## config.mk

```make
export PLATFORM = sky130hd
export DESIGN_NAME = ysyx_040750_trap_seq
export DESIGN_NICKNAME = d
export VERILOG_FILES = /design/src/rtl/ysyx_040750_trap_seq_pkg.sv /design/src/rtl/ysyx_040750_mstatus_next.sv /design/src/rtl/ysyx_040750_trap_seq.sv
export SDC_FILE = /design/constraint.sdc
export NUM_CORES = 1
export LEC_CHECK = 0
export ABC_AREA = 1
export CAP_MARGIN = 10
export CORE_ASPECT_RATIO = 0.7
export CORE_MARGIN = 5
export CORE_UTILIZATION = 34
export CTS_BUF_LIST = sky130_fd_sc_hd__clkbuf_16
export CTS_CLUSTER_DIAMETER = 40
export DETAILED_ROUTE_END_ITERATION = 6
export GPL_ROUTABILITY_DRIVEN = 0
export PLACE_DENSITY_LB_ADDON = 0.12
export RECOVER_POWER = 25
export SLEW_MARGIN = 30
export SYNTH_ARGS = -nofsm -noshare
export SYNTH_HDL_FRONTEND = slang
export SYNTH_SLANG_ARGS = --single-unit
```

## constraint.sdc

```tcl
create_clock -name I_sys_clk -period 1.4 [get_ports I_sys_clk]
set_clock_uncertainty 0.05 [all_clocks]
set_input_delay 0.28 -clock I_sys_clk [delete_from_list [all_inputs] [get_ports I_sys_clk]]
set_output_delay 0.28 -clock I_sys_clk [all_outputs]
set_load 0.02 [all_outputs]
```

## src/rtl/ysyx_040750_trap_seq_pkg.sv

```systemverilog
// rtl/ysyx_040750_trap_seq_pkg.sv - shared CSR addresses, cause codes, trap kinds and FSM states
package ysyx_040750_trap_seq_pkg;

  localparam logic [11:0] CSR_MSTATUS = 12'h300;
  localparam logic [11:0] CSR_MTVEC   = 12'h305;
  localparam logic [11:0] CSR_MEPC    = 12'h341;
  localparam logic [11:0] CSR_MCAUSE  = 12'h342;

  localparam int CAUSE_ILLEGAL     = 2;
  localparam int CAUSE_BREAKPOINT  = 3;
  localparam int CAUSE_ECALL_M     = 11;
  localparam int CAUSE_M_TIMER_IRQ = 7;

  localparam int MSTATUS_MIE    = 3;
  localparam int MSTATUS_MPIE   = 7;
  localparam int MSTATUS_MPP_LO = 11;
  localparam int MSTATUS_MPP_HI = 12;

  typedef enum logic [1:0] {
    KIND_ECALL   = 2'b00,
    KIND_EBREAK  = 2'b01,
    KIND_ILLEGAL = 2'b10,
    KIND_MRET    = 2'b11
  } trap_kind_e;

  typedef enum logic [2:0] {
    S_IDLE,
    S_DRAIN,
    S_WR_MEPC,
    S_WR_MCAUSE,
    S_WR_MSTATUS,
    S_REDIRECT
  } state_e;

endpackage

```

## src/rtl/ysyx_040750_mstatus_next.sv

```systemverilog
// rtl/ysyx_040750_mstatus_next.sv - combinational mstatus update for trap entry or mret
module ysyx_040750_mstatus_next
  import ysyx_040750_trap_seq_pkg::*;
#(
  parameter int XLEN = 64
) (
  input  logic [XLEN-1:0] i_mstatus,
  input  logic            i_is_mret,
  output logic [XLEN-1:0] o_mstatus
);

  always_comb begin
    o_mstatus = i_mstatus;
    o_mstatus[MSTATUS_MPP_HI:MSTATUS_MPP_LO] = 2'b11;
    if (i_is_mret) begin
      o_mstatus[MSTATUS_MIE]  = i_mstatus[MSTATUS_MPIE];
      o_mstatus[MSTATUS_MPIE] = 1'b1;
    end else begin
      o_mstatus[MSTATUS_MPIE] = i_mstatus[MSTATUS_MIE];
      o_mstatus[MSTATUS_MIE]  = 1'b0;
    end
  end

endmodule

```

## src/rtl/ysyx_040750_trap_seq.sv

```systemverilog
// rtl/ysyx_040750_trap_seq.sv - trap/mret sequencer driving the CSR write port, then redirect+flush
// Optional machine-timer interrupt entry enabled by TRAP_SEQ_TIMER_IRQ_EN.
module ysyx_040750_trap_seq
  import ysyx_040750_trap_seq_pkg::*;
#(
  parameter int XLEN      = 64,
  parameter int DRAIN_MAX = 15
) (
  input  logic            I_sys_clk,
  input  logic            I_rst,
  input  logic            I_trap_valid,
  output logic            O_trap_ready,
  input  logic [1:0]      I_trap_kind,
  input  logic [XLEN-1:0] I_trap_pc,
  input  logic            I_csr_pending,
  input  logic [XLEN-1:0] I_csr_mstatus,
  input  logic [XLEN-1:0] I_csr_mtvec,
  input  logic [XLEN-1:0] I_csr_mepc,
  output logic            O_csr_wen,
  output logic [11:0]     O_csr_waddr,
  output logic [XLEN-1:0] O_csr_wdata,
  output logic            O_stall,
  output logic            O_redirect_valid,
  output logic [XLEN-1:0] O_redirect_pc,
  input  logic            I_redirect_ready,
  output logic            O_flush,
`ifdef TRAP_SEQ_TIMER_IRQ_EN
  input  logic            I_mtip,
  input  logic            I_mie_mtie,
  input  logic            I_irq_pc_valid,
  input  logic [XLEN-1:0] I_irq_pc,
`endif
  output logic            O_drain_err
);

  state_e          r_state, w_state_nxt;
  trap_kind_e      r_kind;
  logic            r_irq;
  logic [XLEN-1:0] r_pc;
  logic [XLEN-1:0] r_redirect_pc;
  logic [3:0]      r_cnt;
  logic            r_drain_err;

  logic            w_take_irq;
  logic [XLEN-1:0] w_cap_pc;
  logic            w_is_mret;
  logic [XLEN-1:0] w_cause;
  logic [XLEN-1:0] w_mstatus_nxt;
  logic [XLEN-1:0] w_mtvec_base;

`ifdef TRAP_SEQ_TIMER_IRQ_EN
  // Synchronous requests from WB take priority over the timer interrupt.
  assign w_take_irq = !I_trap_valid && I_mtip && I_mie_mtie
                      && I_csr_mstatus[MSTATUS_MIE] && I_irq_pc_valid;
  assign w_cap_pc   = I_trap_valid ? I_trap_pc : I_irq_pc;
`else
  assign w_take_irq = 1'b0;
  assign w_cap_pc   = I_trap_pc;
`endif

  assign w_is_mret    = (r_kind == KIND_MRET) && !r_irq;
  assign w_mtvec_base = I_csr_mtvec & ~XLEN'(3);

  always_comb begin
    if (r_irq) begin
      w_cause = {1'b1, (XLEN-1)'(CAUSE_M_TIMER_IRQ)};
    end else begin
      case (r_kind)
        KIND_EBREAK:  w_cause = XLEN'(CAUSE_BREAKPOINT);
        KIND_ILLEGAL: w_cause = XLEN'(CAUSE_ILLEGAL);
        default:      w_cause = XLEN'(CAUSE_ECALL_M);
      endcase
    end
  end

  ysyx_040750_mstatus_next #(.XLEN(XLEN)) u_mstatus_next (
    .i_mstatus (I_csr_mstatus),
    .i_is_mret (w_is_mret),
    .o_mstatus (w_mstatus_nxt)
  );

  always_ff @(posedge I_sys_clk) begin
    if (I_rst) r_state <= S_IDLE;
    else       r_state <= w_state_nxt;
  end

  always_comb begin
    w_state_nxt      = r_state;
    O_trap_ready     = 1'b0;
    O_stall          = 1'b1;
    O_csr_wen        = 1'b0;
    O_csr_waddr      = 12'h000;
    O_csr_wdata      = '0;
    O_redirect_valid = 1'b0;
    O_flush          = 1'b0;
    case (r_state)
      S_IDLE: begin
        O_trap_ready = 1'b1;
        O_stall      = 1'b0;
        if (I_trap_valid || w_take_irq) w_state_nxt = S_DRAIN;
      end
      S_DRAIN: begin
        if (!I_csr_pending) w_state_nxt = w_is_mret ? S_WR_MSTATUS : S_WR_MEPC;
      end
      S_WR_MEPC: begin
        O_csr_wen   = 1'b1;
        O_csr_waddr = CSR_MEPC;
        O_csr_wdata = r_pc & ~XLEN'(1);
        w_state_nxt = S_WR_MCAUSE;
      end
      S_WR_MCAUSE: begin
        O_csr_wen   = 1'b1;
        O_csr_waddr = CSR_MCAUSE;
        O_csr_wdata = w_cause;
        w_state_nxt = S_WR_MSTATUS;
      end
      S_WR_MSTATUS: begin
        O_csr_wen   = 1'b1;
        O_csr_waddr = CSR_MSTATUS;
        O_csr_wdata = w_mstatus_nxt;
        w_state_nxt = S_REDIRECT;
      end
      S_REDIRECT: begin
        O_redirect_valid = 1'b1;
        if (I_redirect_ready) begin
          O_flush     = 1'b1;
          w_state_nxt = S_IDLE;
        end
      end
      default: w_state_nxt = S_IDLE;
    endcase
  end

  always_ff @(posedge I_sys_clk) begin
    if (I_rst) begin
      r_kind        <= KIND_ECALL;
      r_irq         <= 1'b0;
      r_pc          <= '0;
      r_redirect_pc <= '0;
      r_cnt         <= 4'd0;
      r_drain_err   <= 1'b0;
    end else begin
      if (r_state == S_IDLE && (I_trap_valid || w_take_irq)) begin
        r_pc  <= w_cap_pc;
        r_irq <= !I_trap_valid;
        r_kind <= I_trap_valid ? trap_kind_e'(I_trap_kind) : KIND_ECALL;
        r_cnt <= 4'd0;
      end
      // Error flags the cycle the saturating counter reaches DRAIN_MAX; FSM keeps waiting.
      if (r_state == S_DRAIN && I_csr_pending) begin
        if (r_cnt != 4'(DRAIN_MAX)) r_cnt <= r_cnt + 4'd1;
        if (r_cnt >= 4'(DRAIN_MAX - 1)) r_drain_err <= 1'b1;
      end
      if (r_state == S_WR_MSTATUS)
        r_redirect_pc <= w_is_mret ? I_csr_mepc : w_mtvec_base;
    end
  end

  assign O_redirect_pc = r_redirect_pc;
  assign O_drain_err   = r_drain_err;

endmodule
```

==> results.py, run 1 <==
metrics = {
    "global_route": {
        "antenna_found_initial": 2,
        "grt_overflow_total": 0,
        "grt_start_max_net_pins": 41,
        "grtUsageTotal": 0.261,
        "grt_pass1_wl_um": 46000,
        "grt_pass1_vias": 8015,
    },
    "run_status": {
        "outcome": "complete, but fails checks",
        "violations": "setup timing",
    },
    "power": {
        "power_density_mw_per_mm2": 1330,
        "internal_power_mw": 11.6,
        "share_seq_of_total_power": 0.282,
        "p_comb_frac": 0.475,
        "irDropWorstVdd_mv": 0.727,
        "p_leak_nw": 5.99,
        "p_switching_mw": 6.63,
        "p_clk_frac": 0.243,
        "p_sw_frac": 0.364,
    },
    "logic_synthesis": {
        "yosysSeqAreaShare": 0.407,
        "yosysWarnings": 0,
        "synth_area_per_cell_um2": 7.11,
        "ys_seq_elements": 138,
        "synth_cell_types": 26,
        "netlist_area_mm2": 0.00679,
        "synthesis.instances": 955,
    },
    "setup_path": {
        "crit_fanout": 7,
        "r2r-end": "O_redirect_pc[40]",
        "endpoint": "O_csr_wdata[63]",
        "critPathRequiredTime_ns": 1.07,
        "r2r_start": "r_state[1]",
        "critPathLaunchType": "register",
        "critPathKind": "register to primary output",
        "rrSetupSlack_ns": -0.35,
        "endpoint_kind": "primary output",
        "r2r.worst_path.cells": 9,
        "worstPathArrival_ns": 1.65,
        "critPathLaunch": "r_state[0]",
    },
    "route": {
        "routed_wl_um": 31100,
        "ant_nets": 0,
        "drt_iter0_markers": 418,
        "vias": 8180,
        "drt_pass1_iterations": 5,
        "viasPerCell": 4.78,
        "wl_per_cell_um": 18.2,
        "drc": 0,
    },
    "timing": {
        "maxSlewViolCount": 0,
        "setup_viol": 202,
        "hold_ws_ns": 0.392,
        "final.min_clock_period_ns": 1.98,
        "setup_ws_ns": -0.579,
        "period_share": 1.41,
        "hold_viol_final": 0,
        "max_clock_freq_mhz": 505,
        "rsz0062_at_grt": "true",
    },
    "floorplanning": {
        "row_count": 43,
        "start_util": 0.344,
        "io_pins": 409,
        "die_x_um": 179,
        "dieArea_mm2": 0.0229,
        "fp.coreArea_mm2": 0.0197,
        "die_y_um": 128,
    },
    "clocking": {
        "cts_tree": "done",
        "clockBufferDepth": 2,
        "cts_hold_buffers": 0,
        "cts.htree.levels": 4,
        "cts.sinks": 138,
        "cts-buffers-inserted": 17,
        "root_buffer": "clkbuf_16",
        "clk_pin_slew_ns": 0.06,
        "clk_latency_ns": 0.41,
    },
    "final_layout": {
        "synthToLayoutAreaGrowth_pct": 101,
        "final_layout_size_suffix_gt1_frac": 0.301,
        "layout_commonest_cell": "clkdlybuf4s50_1",
        "nets": 1694,
        "final_cell_mix": "clkdlybuf4s50_1 (257), nand2_1 (179), inv_1 (140), dfxtp_1 (133), buf_4 (105)",
    },
    "worst_hold_path": {
        "hold_start": "I_csr_mepc[1]",
        "hp-class": "input pin to register",
    },
    "placed_design": {
        "dp_hpwl_um": 20600,
        "port_buffers": 396,
        "dp_slack_ns": -0.830,
    },
    "flow_run": {
        "drv_cap": 0,
    },
}
-- what timing repair did --
action | in CTS | in global routing
buffers inserted | 13 | 8
gates resized for setup | 668 | 94
endpoints found under the setup margin | 257 | 240
pin swaps | 6 | 6
gates cloned | 22 | 0
-- worst max-delay path: stages, from the launching register on --
cell and delay (ns):
dfxtp_4 0.36, inv_2 0.07, buf_6 0.14, nand2_8 0.11, buf_8 0.16, o211ai_1 0.22, buf_4 0.19
-- flip-flops by register name, indices dropped and copies added, names as in the netlist --
name           count
r_kind             2
O_redirect_pc     64
r_state            3
r_irq              1
r_cnt              4
O_drain_err        1
r_pc              63
-- stage by stage --
stage                     power, mW  TNS (ns)  instances  area (um2)   util
final                          18.2    -52.54       1711       13600  0.691
after global routing           19.1    -67.61       1711       13600  0.691
after CTS                      18.0    -54.34       1706       13400  0.679
after detailed placement       12.3    -76.23       1641       11900  0.604
after global placement         12.2    -71.75       1641       11900  0.604
after floorplan                9.00    -10.84        961        7290      -
-- final cells by class --
cell class	instances	area, um2
timing repair inverter	1	6.26
timing repair buffer	523	5650
clock inverter	15	151
fill	1667	6110
tap	270	338
multi-input combinational	598	3700
inverter	148	586
sequential	138	2780
clock buffer	17	425
antenna	1	2.50
-- power groups by stage --
stage                     clock (mW)  combinational [mW]  sequential [mW]
final                           4.43                8.63             5.13
after global routing            4.71                9.19             5.22
after CTS                       4.50                8.39             5.12
after detailed placement           0                7.14             5.18
after global placement             0                7.09             5.15
after floorplan                    0                3.40             5.60
-- worst min path at each step --
stage	end	depth (start not counted)
global route	O_redirect_pc[0]	3
global placement	r_pc[3]	2
detailed placement	r_pc[62]	2
floorplan	r_pc[5]	2
CTS	O_redirect_pc[1]	3
finish	O_redirect_pc[1]	3
-- cells by family (layout without fill, tap and decap cells) --
logic type	Yosys count	count (layout)	synth area share
adders and majority gates	4	4	0.00737
DFF	138	138	0.407
other	1	8	0.000552
buffers and inverters	226	704	0.154
AOI/OAI and AO/OA	264	264	0.234
and+or+nand+nor	322	323	0.198
-- per-layer routing --
layer | GRT usage | share of wire | vias to the layer above
met5 | 0 | 0.00042 | -
met2 | 0.443 | 0.49 | 294
met4 | 0.0532 | 0.014 | 2
met1 | 0.336 | 0.42 | 3801
li1 | - | - | 4052
met3 | 0.0669 | 0.079 | 31
-- synthesized netlist by cell type (all sizes together) --
cell    count  share of area
ha          4         0.0074
a21o        1         0.0011
buf        54          0.058
nand3      81          0.060
nor2       21          0.013
dfxtp     138           0.41
nand3b      1         0.0011
inv       148          0.082
o211ai     66          0.088
conb        1        0.00055
clkbuf     24          0.013
o21ai     125          0.092
a21oi      72          0.053
nand4       3         0.0028
nand2     216           0.12
(Power assumes the default switching activity.)
==> inputs of run 2 (changes only) <==
CELL_PAD_IN_SITES_DETAIL_PLACEMENT = 1   (was not set)
CELL_PAD_IN_SITES_GLOBAL_PLACEMENT = 1   (was not set)
CORE_ASPECT_RATIO = not set   (was 0.7)
CORE_MARGIN = 2   (was 5)
CORE_UTILIZATION = 23   (was 34)
==> run 2 against run 1 <==
The flow still finishes with violations (setup timing); critical path depth is 1 higher; sequential share of layout area is 0.69 points higher; flip-flop and latch count stayed put; setup slack worse by 0.0083 ns; register-to-register slack worse by 0.10 ns; die area is 35% higher; critical endpoint is now O_csr_wdata[61]; largest cell class unchanged; largest power group unchanged.
==> results.py, run 2 (synthesized netlist as in run 1, its figures left out) <==
metrics = {
    "timing": {
        "setup_viol": 242,
        "maxSlewViolCount": 0,
        "worstMarginPinSlew_ns": 0.505,
        "max_clock_freq_mhz": 503,
        "period_share": 1.42,
        "relSlewSlack": 0.664,
        "hold_ws_ns": 0.403,
        "rsz0062_at_grt": "true",
        "final.min_clock_period_ns": 1.99,
        "hold_viol_final": 0,
        "setup_ws_ns": -0.588,
    },
    "power": {
        "p_comb_frac": 0.460,
        "irDropWorstVdd_mv": 0.732,
        "share_seq_of_total_power": 0.300,
        "p_total_mw": 17.1,
        "p_sw_frac": 0.373,
        "p_leak_nw": 6.05,
        "power_density_mw_per_mm2": 1290,
        "p_switching_mw": 6.38,
        "p_clk_frac": 0.240,
        "internal_power_mw": 10.7,
    },
    "setup_path": {
        "critPathLaunchType": "register",
        "worstPathArrival_ns": 1.66,
        "endpoint_kind": "primary output",
        "critPathRequiredTime_ns": 1.07,
        "critPathKind": "register to primary output",
        "crit_fanout": 8,
    },
    "floorplanning": {
        "fp.coreArea_mm2": 0.0289,
        "row_count": 62,
        "start_util": 0.235,
        "die_x_um": 176,
        "die_y_um": 176,
        "dieArea_mm2": 0.0309,
        "io_pins": 409,
    },
    "clocking": {
        "cts-buffers-inserted": 17,
        "clk_latency_ns": 0.42,
        "clk_pin_slew_ns": 0.07,
        "clockBufferDepth": 2,
        "cts_tree": "done",
        "cts.htree.levels": 4,
        "root_buffer": "clkbuf_16",
        "cts.sinks": 138,
    },
    "route": {
        "routed_wl_um": 30400,
        "viasPerCell": 4.37,
        "vias": 7925,
        "drt_iter0_markers": 288,
        "drt_pass1_iterations": 4,
        "drc": 0,
        "wl_per_cell_um": 16.8,
        "ant_nets": 0,
    },
    "placed_design": {
        "post_dp_cell_area_mm2": 0.0121,
        "dp_hpwl_um": 22600,
        "port_buffers": 396,
        "dp_slack_ns": -0.664,
    },
    "flow_run": {
        "drv_cap": 0,
    },
    "global_route": {
        "grt_pass1_vias": 7967,
        "antenna_found_initial": 5,
        "grtUsageTotal": 0.186,
        "grt_pass1_wl_um": 44600,
        "grt_start_max_net_pins": 114,
        "grt_overflow_total": 0,
    },
    "final_layout": {
        "final_cell_mix": "clkdlybuf4s50_1 (291), nand2_1 (176), inv_1 (141), dfxtp_1 (133), buf_4 (106)",
        "synthToLayoutAreaGrowth_pct": 94.5,
        "nets": 1680,
        "largest_reg_flops": 64,
        "layout_commonest_cell": "clkdlybuf4s50_1",
        "final_layout_size_suffix_gt1_frac": 0.258,
        "final_cell_area_mm2": 0.0132,
    },
    "worst_hold_path": {
        "hp-class": "input pin to register",
    },
    "run_status": {
        "violations": "setup timing",
        "outcome": "complete, but fails checks",
    },
}
run 2: what timing repair did:
action | CTS | global route
pin swaps | 1 | 7
buffers inserted | 4 | 5
hold buffers | 0 | 0
endpoints found under the setup margin | 248 | 265
cloned | 1 | 4
gates resized for setup | 467 | 148
run 2: path summary, 6_finish.rpt:
| path | startpoint | end | depth (start not counted) | slack (ns) |
|---|---|---|---|---|
| max | r_state[0] | O_csr_wdata[61] | 7 | -0.59 |
| min | I_csr_mepc[0] | O_redirect_pc[0] | 3 | 0.40 |
| max reg2reg | r_state[0] | O_redirect_pc[2] | 8 | -0.45 |
| min reg2reg | r_pc[3] | r_pc[3] | 2 | 0.41 |
run 2: layout make-up:
cell class | instances | area [um2]
inverter | 148 | 593
multi-input combinational | 598 | 3710
tap | 384 | 480
timing repair inverter | 1 | 11.3
timing repair buffer | 509 | 5100
clock buffer | 17 | 425
clock inverter | 15 | 104
fill | 3459 | 15700
sequential | 138 | 2780
antenna | 3 | 7.51
run 2: metrics by stage:
step | util | TNS (ns) | std cells
after floorplan | - | -10.84 | 961
after global placement | 0.421 | -79.11 | 1764
after detailed placement | 0.421 | -84.62 | 1764
after CTS | 0.438 | -82.97 | 1801
after global routing | 0.458 | -95.64 | 1812
final | 0.458 | -73.89 | 1813
run 2: power groups by stage:
stage	registers (mW)	clock network (mW)	logic, mW
floorplan	5.60	0	3.40
detailed placement	5.19	0	7.33
global placement	5.15	0	7.27
finish	5.12	4.11	7.87
CTS	5.12	4.25	7.40
global route	5.21	4.45	8.48
run 2: worst max-delay path, stage by stage, from the launching register on:
cell,delay (ns)
dfxtp_4,0.37
nor2_4,0.13
nand2_4,0.12
inv_8,0.12
clkbuf_16,0.17
nand2_1,0.06
o21ai_1,0.09
buf_4,0.16
run 2: routing by layer:
layer | share of wire | global-route usage | wire length (um) | up-vias
met4 | 0.014 | 0.0568 | 424 | 2
met3 | 0.060 | 0.0498 | 1820 | 26
met1 | 0.41 | 0.216 | 12500 | 3665
met5 | 0.00040 | 0 | 12 | -
met2 | 0.51 | 0.334 | 15600 | 221
li1 | - | - | - | 4011
==> inputs of run 3 (changes only) <==
PLACE_DENSITY_LB_ADDON = 0.08   (was 0.12)
==> run 3 against run 2 <==
Flip-flop and latch count unchanged; highest routed layer is now met4; critical path type unchanged; critical path depth stayed put; combinational power up 32%; first-iteration DRC count down 11%; wire length grew 24%; sequential power about the same; the run still ends with setup timing left; clock-buffer cell count is the same; non-clock buffer count up 64; fmax is 0.77% lower; clock power is 1% higher; utilization is 6.7 points higher.
==> results.py, run 3 (synthesized netlist as in run 1, its figures left out) <==
metrics = {
    "route": {
        "viasPerCell": 4.54,
        "drt_pass1_iterations": 4,
        "drc": 0,
        "ant_nets": 0,
        "wl_per_cell_um": 20.0,
        "routed_wl_um": 37600,
        "vias": 8519,
        "drt_iter0_markers": 255,
    },
    "setup_path": {
        "critPathRequiredTime_ns": 1.07,
        "r2r.worst_path.cells": 10,
        "critPathLaunchType": "register",
        "crit_fanout": 7,
        "endpoint_kind": "primary output",
        "worstPathArrival_ns": 1.67,
        "critPathKind": "register to primary output",
    },
    "floorplanning": {
        "die_x_um": 176,
        "start_util": 0.235,
        "fp.coreArea_mm2": 0.0289,
        "die_y_um": 176,
        "dieArea_mm2": 0.0309,
        "io_pins": 409,
        "row_count": 62,
    },
    "clocking": {
        "cts_hold_buffers": 0,
        "cts_tree": "done",
        "clockBufferDepth": 2,
        "root_buffer": "clkbuf_16",
        "cts.sinks": 138,
        "cts-buffers-inserted": 17,
        "clk_latency_ns": 0.42,
        "clk_pin_slew_ns": 0.06,
        "cts.htree.levels": 4,
    },
    "final_layout": {
        "nets": 1744,
        "seqCellArea_mm2": 0.00278,
        "final_cell_area_mm2": 0.0151,
        "final_layout_size_suffix_gt1_frac": 0.422,
        "synthToLayoutAreaGrowth_pct": 123,
        "stdcell_count": 1878,
        "final_cell_mix": "clkdlybuf4s50_1 (257), nand2_1 (175), inv_1 (138), dfxtp_1 (132), buf_4 (104)",
        "n_fill_cell": 3290,
        "layout_commonest_cell": "clkdlybuf4s50_1",
        "largest_reg_flops": 64,
        "multiInputGateArea_mm2": 0.00452,
    },
    "power": {
        "irDropWorstVdd_mv": 0.605,
        "p_total_mw": 19.8,
        "p_leak_nw": 6.61,
        "power_density_mw_per_mm2": 1300,
    },
    "timing": {
        "maxSlewViolCount": 0,
        "hold_viol_final": 0,
        "setup_ws_ns": -0.603,
        "finalSetupTns_ns": -77.51,
        "period_share": 1.43,
        "hold_ws_ns": 0.373,
        "max_clock_freq_mhz": 499,
        "rsz0062_at_grt": "true",
        "final.min_clock_period_ns": 2.00,
        "setup_viol": 211,
    },
    "global_route": {
        "grt_overflow_total": 0,
        "grt_start_max_net_pins": 41,
        "grt_pass1_wl_um": 53600,
        "antenna_found_initial": 4,
        "grt_pass1_vias": 8744,
        "grtUsageTotal": 0.230,
    },
    "placed_design": {
        "post_dp_cell_area_mm2": 0.0122,
        "dp.cells": 1769,
        "dp_hpwl_um": 23200,
        "port_buffers": 396,
    },
    "worst_hold_path": {
        "hp-class": "input pin to register",
        "hold_depth": 3,
    },
    "run_status": {
        "violations": "setup timing",
        "outcome": "complete, but fails checks",
    },
    "flow_run": {
        "drv_cap": 0,
    },
}
[run 3: changes by cell type in the layout (fill, tap and decap cells not counted), moves of 24 or more]
cell	change
nand3_2	+48
buf_16	+24
a21oi_1	-28
a21oi_2	+26
o21ai_2	+43
buf_2	+30
nand3_1	-57
clkdlybuf4s50_1	-34
o21ai_0	-61
[run 3: through the flow]
stage / utilization / setup WS [ns]
3_3_place_gp: 0.421 / -0.689
2_1_floorplan: - / -0.250
5_1_grt: 0.525 / -0.660
6_report: 0.525 / -0.603
4_1_cts: 0.499 / -0.622
3_5_place_dp: 0.421 / -0.719
[run 3: final timing paths]
path                        from           endpoint  slack, ns
setup / recovery      r_state[0]    O_csr_wdata[57]      -0.60
hold / removal    I_trap_kind[1]          r_kind[1]       0.37
setup reg to reg      r_state[1]  O_redirect_pc[28]      -0.39
hold reg to reg          r_pc[3]            r_pc[3]       0.41
[run 3: final cells by class]
type                    instances  area share
clock buffers                  17      0.0281
diodes                          4    0.000661
repair inverters                1     0.00107
well taps                     384      0.0317
clock inverters                15     0.00661
inverters                     148      0.0383
flip-flops and latches        138       0.184
multi-input cells             598       0.299
repair buffers                573       0.411
[run 3: what timing repair did]
| item | in CTS | in global routing |
|---|---|---|
| setup buffers | 24 | 20 |
| pin swaps | 15 | 32 |
| resized for setup | 833 | 279 |
| setup endpoints to repair | 263 | 239 |
| cloned | 31 | 7 |
[run 3: power by group]
group	internal [mW]	total (mW)	switching, mW
Clock	2.26	4.17	1.92
Sequential	4.75	5.14	0.388
Combinational	5.10	10.4	5.34
[run 3: critical path, cell delays in order (launching register included)]
cell	delay (ns)
dfxtp_4	0.36
inv_2	0.07
buf_4	0.13
nand2_8	0.10
buf_12	0.17
buf_6	0.13
o21ai_2	0.13
buf_6	0.14
[run 3: layer usage]
metal	vias to the layer above	GRT usage	part of all wire
met1	4050	0.286	0.43
met2	251	0.394	0.49
met3	48	0.0496	0.050
met4	0	0.0792	0.025
met5	-	0	0
li1	4170	-	-
